File: src/rtl/axis_rr_merge.sv
// Three-to-one AXI-Stream merger with packet-level round-robin arbitration.
// The source index is tagged onto tid; the output beat is fully registered.
//
// state   | meaning
// --------+------------------------------------------------------------
// IDLE    | no owner; round-robin pick from (last_grant+1) mod 3 upward
// LOCK    | owner holds the output until it delivers a beat with tlast
module axis_rr_merge #(
  parameter int DATA_WIDTH = 8,
  parameter int DEST_WIDTH = 2
) (
  input  logic                  s_axis_aclk,
  input  logic                  s_axis_aresetn,

  input  logic                  s0_axis_tvalid,
  output logic                  s0_axis_tready,
  input  logic [DATA_WIDTH-1:0] s0_axis_tdata,
  input  logic                  s0_axis_tkeep,
  input  logic                  s0_axis_tlast,
  input  logic [DEST_WIDTH-1:0] s0_axis_tdest,

  input  logic                  s1_axis_tvalid,
  output logic                  s1_axis_tready,
  input  logic [DATA_WIDTH-1:0] s1_axis_tdata,
  input  logic                  s1_axis_tkeep,
  input  logic                  s1_axis_tlast,
  input  logic [DEST_WIDTH-1:0] s1_axis_tdest,

  input  logic                  s2_axis_tvalid,
  output logic                  s2_axis_tready,
  input  logic [DATA_WIDTH-1:0] s2_axis_tdata,
  input  logic                  s2_axis_tkeep,
  input  logic                  s2_axis_tlast,
  input  logic [DEST_WIDTH-1:0] s2_axis_tdest,

  output logic                  m_axis_tvalid,
  input  logic                  m_axis_tready,
  output logic [DATA_WIDTH-1:0] m_axis_tdata,
  output logic                  m_axis_tkeep,
  output logic                  m_axis_tlast,
  output logic [DEST_WIDTH-1:0] m_axis_tdest,
  output logic [1:0]            m_axis_tid
);

  typedef enum logic {ST_IDLE, ST_LOCK} state_t;

  state_t     state_q, state_d;
  logic [1:0] owner_q, owner_d;
  logic [1:0] last_grant_q, last_grant_d;

  // Slot 3 is a never-valid dummy source so a 2-bit index is always in range.
  logic [3:0]            src_valid;
  logic [3:0]            src_keep;
  logic [3:0]            src_last;
  logic [DATA_WIDTH-1:0] src_data [4];
  logic [DEST_WIDTH-1:0] src_dest [4];

  assign src_valid = {1'b0, s2_axis_tvalid, s1_axis_tvalid, s0_axis_tvalid};
  assign src_keep  = {1'b0, s2_axis_tkeep,  s1_axis_tkeep,  s0_axis_tkeep};
  assign src_last  = {1'b0, s2_axis_tlast,  s1_axis_tlast,  s0_axis_tlast};
  assign src_data[0] = s0_axis_tdata;
  assign src_data[1] = s1_axis_tdata;
  assign src_data[2] = s2_axis_tdata;
  assign src_data[3] = '0;
  assign src_dest[0] = s0_axis_tdest;
  assign src_dest[1] = s1_axis_tdest;
  assign src_dest[2] = s2_axis_tdest;
  assign src_dest[3] = '0;

  function automatic logic [1:0] inc3(input logic [1:0] x);
    inc3 = (x == 2'd2 || x == 2'd3) ? 2'd0 : x + 2'd1;
  endfunction

  logic       room;
  logic       locked;
  logic [1:0] lg_eff;
  logic [1:0] cand0, cand1, cand2;
  logic [1:0] pick;
  logic       pick_vld;
  logic [1:0] sel;
  logic       grant_en;
  logic [3:0] tready;
  logic       accept;
  logic       acc_last;

  assign room   = !m_axis_tvalid || m_axis_tready;
  // An illegal owner/last_grant encoding of 3 decays to IDLE / last_grant=2.
  assign locked = (state_q == ST_LOCK) && (owner_q != 2'd3);
  assign lg_eff = (last_grant_q == 2'd3) ? 2'd2 : last_grant_q;
  assign cand0  = inc3(lg_eff);
  assign cand1  = inc3(cand0);
  assign cand2  = inc3(cand1);

  always_comb begin
    pick     = cand2;
    pick_vld = |src_valid;
    if (src_valid[cand1]) pick = cand1;
    if (src_valid[cand0]) pick = cand0;
  end

  assign sel      = locked ? owner_q : pick;
  assign grant_en = room && (locked || pick_vld) && s_axis_aresetn;
  assign accept   = |(src_valid & tready);
  assign acc_last = src_last[sel];

  always_ff @(posedge s_axis_aclk or negedge s_axis_aresetn) begin
    if (!s_axis_aresetn) begin
      state_q      <= ST_IDLE;
      owner_q      <= 2'd0;
      last_grant_q <= 2'd2;
    end else begin
      state_q      <= state_d;
      owner_q      <= owner_d;
      last_grant_q <= last_grant_d;
    end
  end

  always_comb begin
    state_d      = locked ? ST_LOCK : ST_IDLE;
    owner_d      = locked ? owner_q : 2'd0;
    last_grant_d = lg_eff;
    if (accept) begin
      last_grant_d = sel;
      if (acc_last) begin
        state_d = ST_IDLE;
        owner_d = 2'd0;
      end else begin
        state_d = ST_LOCK;
        owner_d = sel;
      end
    end
  end

  always_comb begin
    tready = 4'b0000;
    if (grant_en) tready[sel] = 1'b1;
  end

  assign s0_axis_tready = tready[0];
  assign s1_axis_tready = tready[1];
  assign s2_axis_tready = tready[2];

  always_ff @(posedge s_axis_aclk or negedge s_axis_aresetn) begin
    if (!s_axis_aresetn) begin
      m_axis_tvalid <= 1'b0;
      m_axis_tdata  <= '0;
      m_axis_tkeep  <= 1'b0;
      m_axis_tlast  <= 1'b0;
      m_axis_tdest  <= '0;
      m_axis_tid    <= 2'd0;
    end else if (room) begin
      m_axis_tvalid <= accept;
      if (accept) begin
        m_axis_tdata <= src_data[sel];
        m_axis_tkeep <= src_keep[sel];
        m_axis_tlast <= acc_last;
        m_axis_tdest <= src_dest[sel];
        m_axis_tid   <= sel;
      end
    end
  end

endmodule

File: config.mk
export PLATFORM = sky130hd
export DESIGN_NAME = axis_rr_merge
export DESIGN_NICKNAME = d
export VERILOG_FILES = /design/src/rtl/axis_rr_merge.sv
export SDC_FILE = /design/constraint.sdc
export NUM_CORES = 1
export LEC_CHECK = 0
export ABC_AREA = 0
export CORE_ASPECT_RATIO = 1.1
export CORE_MARGIN = 4
export CORE_UTILIZATION = 35
export DETAILED_ROUTE_END_ITERATION = 8
export PLACE_DENSITY = 0.72
export SLEW_MARGIN = 20
export SYNTH_ARGS = -nofsm -noshare
export SYNTH_HDL_FRONTEND = slang
export SYNTH_SLANG_ARGS = --single-unit
File: constraint.sdc
create_clock -name s_axis_aclk -period 1.8 [get_ports s_axis_aclk]
set_input_delay 0.27 -clock s_axis_aclk [delete_from_list [all_inputs] [get_ports s_axis_aclk]]
set_output_delay 0.27 -clock s_axis_aclk [all_outputs]
set_load 0.02 [all_outputs]
* Yosys cells after proc, flatten, opt, wreduce, memory -nomap -nowiden
Index checks and enable logic that the tools add are counted.
Cells by class: reduce and logical (&&, ||, !) cells 13, bitwise gates (word level) 2, mux-type cells 31, equal/unequal tests 9, magnitude comparators 5, add/sub/neg operators 3
Operator list (count):
- 2-to-1 mux 2 bit | 13
- binary-select mux 8 bit (select 2 bit) | 1
- 2-to-1 mux 8 bit | 2
- == test 2 bit, second input constant | 7
- less-than comparator 2 x 3 -> 1 bit, second input constant | 3
- binary-select mux 1 bit (select 2 bit) | 4
- 2-to-1 mux 1 bit | 8
- adder 2 x 1 -> 2 bit, second input constant | 3
- logical OR 1 bit | 5
- bitwise AND 3 x 4 -> 4 bit | 1
- binary-select mux 2 bit (select 2 bit) | 1
- logical AND 1 bit | 4
- 2-to-1 mux 4 bit | 1
- OR reduction 4 bit | 1
- >= comparator 3 bit, second input constant | 1
- inverter 2 -> 3 bit | 1
- OR reduction 3 bit | 1
- demux 1 bit (select 2 bit) | 1
- >= comparator 2 x 1 -> 1 bit, second input constant | 1
- inequality test 2 x 1 -> 1 bit, second input constant | 1
- inequality test 2 bit, second input constant | 1
- AND reduction 2 bit | 1
- zero test 1 bit | 1
Storage, ports and cells: output and inout bits 18, bits in registers 20

* Depth between registers and ports, before layout
depth in word-level cells 22, gate-level depth with buffers 7, gate-level depth less buffers 6

* Least setup slack after synthesis
OpenSTA, ideal clock, no wires.
path type register to register, from register last_grant_q[1], to register m_axis_tdata[0], data required time 1.675 ns, cell stages (with the launch flop) 8, path buffers 1, slack -0.251 ns, period minus slack after synthesis 2.051 ns, data arrival time 1.926 ns, path through dfstp_2 mux2i_1 a221oi_2 nor2_2 or2_4 o22a_4 buf_6 mux2_4
Between the ends: word-level cells in the longest chain between the ends 22, elaborated cells between the ends (all ways) 37, classes of those cells add/sub: 3; order compare: 2; eq/ne: 7; mux: 17; bitwise: 2; reduce/logical: 6
Ends and longest elaborated chain:
- start, declared | line 49 | logic [1:0] last_grant_q, last_grant_d;
- start signal, assigned | line 114 | last_grant_q <= last_grant_d;
- == test 2 bit | line 89 | assign lg_eff = (last_grant_q == 2'd3) ? 2'd2 : last_grant_q;
- 2-to-1 mux 2 bit (*) | line 89
- branches (longest 2 deep; another with adder 2 x 1 -> 2 bit)
- 2-to-1 mux 2 bit (*) | line 71 | inc3 = (x == 2'd2 || x == 2'd3) ? 2'd0 : x + 2'd1;
- branches (longest 7 deep; another with adder 2 x 1 -> 2 bit)
- 2-to-1 mux 2 bit (*) | line 98 | if (src_valid[cand0]) pick = cand0;
- 2-to-1 mux 2 bit (*) | line 101 | assign sel = locked ? owner_q : pick;
- less-than comparator 2 x 3 -> 1 bit (not written as such) or >= comparator 2 x 1 -> 1 bit (tied branches) | line 136 | if (grant_en) tready[sel] = 1'b1;
- logical AND 1 bit (not written as such) | line 136
- 2-to-1 mux 1 bit (not written as such) | line 136
- demux 1 bit (select 2 bit) | line 136
- 2-to-1 mux 4 bit | line 136
- bitwise AND 3 x 4 -> 4 bit | line 103 | assign accept = |(src_valid & tready);
- OR reduction 4 bit | line 103
- AND reduction 2 bit (no source line)
- end signal, assigned | line 154 | m_axis_tdata <= src_data[sel];
- end, declared | line 38 | output logic [DATA_WIDTH-1:0] m_axis_tdata,
Mark *: on every way between the ends. The select of a mux whose other input is x is not followed. A chain may end at the register's enable or synchronous reset.

* Worst setup path in the final report
from register last_grant_q[1], to register m_axis_tdata[6]
The elaborated chain is that of the path after synthesis.

==> impl_metrics.toml <==
[sta]
skew_ns = 0.0008721
final_max_slew_viol_count = 0
grt_setup_unrepaired = "true"
hold_viol_final = 0
max_freq_mhz = 463.4
setup_ws_ns = -0.3579
tightest_slew_ns = 0.3111
period_share_pct = 119.9
relSlewSlack_pct = 79.26
min_period_ns = 2.158
setup_viol = 23

[floorplanning]
rows = 21
pin_count = 60
die_width_um = 63.18
core-area_sq_mm = 0.003127
initial_core_util_pct = 37.49
die_y_um = 68.70
dieArea_sq_mm = 0.004340

[clocking]
cts_buffers = 3
clk_latency_ns = 0.30
cts.sinks = 20
clockBufferDepth = 2
cts_tree = "built"
cts-root-buf = "clkbuf_4"
cts_max_level = 1
clk_pin_slew_ns = 0.11

[detailed_routing]
wl_mm = 3.617
via_count = 1163
wire_per_inst_um = 15.73
dr.pass1.iters = 4
route.detailed.drc = 0
vias_per_cell = 5.057
drt_iter0_drc = 17
ant_nets = 0

[synth]
ys_seq_elements = 20
syn_nets = 153
synth_ff_type = "dfrtp_1"
synth.avg_cell_area_sq_um = 10.56
synth_cells = 111
synth-async-reset-ratio_pct = 100.0
synth_cell_types = 25
syn_area_sq_mm = 0.001172
synth-edff-count = 0
yosysSeqAreaShare_pct = 42.80
yosysWarnings = 0

[setup_path]
worst_ep_arrival_time_ns = 2.36
critical_path.max_fanout = 8
cp.required_ns = 2.00
critPathKind = "register to register"
r2r_cells = 7
crit_path_end_kind = "register"
crit_path_start_kind = "register"

[power]
power_w = 0.003794
ir_drop_v = 0.0007506
p_leak_nw = 0.9719
power-per-cell-area_mw_per_mm2 = 1809

[outcome]
violations = "setup timing"
outcome = "finished, violations left"

[global_route]
grtUsageTotal_pct = 18.28
grt_util_met3_pct = 5.348
grt_pass1_vias = 1297
grt_max_degree = 21
grt_pass1_wl_mm = 6.065
grt.busiest_layer = "met2"
use_met1_pct = 20.30
antenna_found_initial = 0
gr-total-overflow = 0
grt_use_met2_pct = 32.41

[hold_path]
hold_class = "primary input to asynchronous set/reset pin"

[place]
portBuffers = 59
gp_congestion = 0.9550
hpwl_mm = 2.600
dp_cells = 220
dpl_cell_area_sq_mm = 0.001944
dp_slack_ns = -0.7479

[finish]
num-nets-final = 239
n_fill_cell = 247
n_antenna_cell = 0
synthToLayoutAreaGrowth_pct = 78.87
final_cell_area_sq_mm = 0.002097
seqCellArea_sq_um = 501.7
layout.cells.non_filler = 230
multi_input_area_sq_um = 674.4
post-route-util_pct = 67.07
drive_gt1_share_pct = 30.61

[flow_run]
cap_violations = 0
-- state kept, by name, indices dropped and copies added (netlist names) --
| name | cells |
|---|---|
| m_axis_tlast | 1 |
| last_grant_q | 2 |
| m_axis_tkeep | 1 |
| m_axis_tid | 2 |
| m_axis_tdata | 8 |
| state_q | 1 |
| m_axis_tvalid | 1 |
| m_axis_tdest | 2 |
| owner_q | 2 |
-- cell type report --
class / instances / share of cell area (%)
Inverter: 13 / 2.327
Timing Repair Buffer: 84 / 37.83
Sequential cell: 20 / 23.93
Clock buffer: 4 / 1.730
Multi-Input combinational cell: 75 / 32.16
Tap cell: 34 / 2.029
-- path summary, 6_finish.rpt --
path / startpoint / endpoint / slack, ns
worst max-delay path: last_grant_q[1]$_DFF_PN1_ / m_axis_tdata[6]$_DFFE_PN0P_ / -0.36
min in group s_axis_aclk: m_axis_tid[1]$_DFFE_PN0P_ / m_axis_tid[1]$_DFFE_PN0P_ / 0.50
max in group asynchronous: s_axis_aresetn / last_grant_q[1]$_DFF_PN1_ / 1.21
worst min register to register: m_axis_tid[1]$_DFFE_PN0P_ / m_axis_tid[1]$_DFFE_PN0P_ / 0.50
worst min-delay path: s_axis_aresetn / state_q$_DFF_PN0_ / 0.33
worst max register to register: last_grant_q[1]$_DFF_PN1_ / m_axis_tdata[6]$_DFFE_PN0P_ / -0.36
-- stage by stage --
stage | setup TNS (ns) | hold slack, ns
after floorplan | -3.079 | -0.02559
after global placement | -13.60 | 0.4876
after detailed placement | -15.30 | 0.4885
after CTS | -7.831 | 0.3286
after global routing | -9.423 | 0.3507
final | -6.908 | 0.3268
-- where the power goes --
group | internal (W) | total [W] | switching, W
Clock | 0.000124 | 0.000259 | 0.000136
Sequential | 0.000675 | 0.000809 | 0.000133
Combinational | 0.00148 | 0.00273 | 0.00124
Total | 0.00228 | 0.00379 | 0.00151
-- synthesized netlist by cell type, drive strengths merged (3+ instances only) --
master | instances | share of area [%]
a22oi | 13 | 8.3
nor2b | 3 | 1.6
nor2 | 3 | 1.2
a21oi | 3 | 1.6
clkbuf | 3 | 0.96
dfrtp | 19 | 41
mux2i | 4 | 3.4
inv | 13 | 4.2
nand2 | 7 | 2.2
nand2b | 3 | 1.6
o21ai | 12 | 5.1
a22o | 4 | 3.0
mux2 | 12 | 15
-- what timing repair did --
action / CTS / global route
buffers inserted: 4 / 0
pin swaps: 12 / 13
gates cloned: 2 / 0
resized for setup: 27 / 8
hold buffers: 0 / 0
setup endpoints to repair: 23 / 23
-- cells by family (layout without fill, tap and decap cells) --
group	Yosys count	count (layout)	share of synthesized area (%)
AOI/OAI and AO/OA	35	37	21.45
and+or+nand+nor	22	22	9.928
DFF	20	20	42.80
buffers and inverters	18	101	7.044
muxes	16	16	18.78
-- cell usage in the layout, fill, tap and decap left out, drive strengths merged --
cell type      synthesis  layout
nor2b                  3       3
and2                   1       1
o22a                   1       3
a22o                   4       4
mux2                  12      12
a22oi                 13      13
clkdlybuf4s50          0      56
a21oi                  3       3
nand2b                 3       3
or2b                   1       1
nor3                   2       2
buf                    2      28
nand2                  7       7
clkbuf                 3       4
dfrtp                 19      19
a221oi                 1       1
or3                    1       1
mux2i                  4       4
or2                    1       1
inv                   13      13
nor2                   3       3
dfstp                  1       1
o21ai                 12      12
a21o                   1       1
-- metal layers --
| layer | vias to the layer above | wire (um) |
|---|---|---|
| li1 | 565 | - |
| met1 | 537 | 1520 |
| met2 | 54 | 1731 |
| met3 | 7 | 290 |
| met4 | 0 | 74 |
| met5 | - | 0 |
-- critical path, stage by stage (launching register included) --
cell      delay, ns
dfstp_2        0.58
mux2i_1        0.10
a221oi_2       0.33
nor2_2         0.10
or2_4          0.26
buf_6          0.14
o22a_4         0.24
mux2_4         0.31
(Power assumes the default switching activity.)
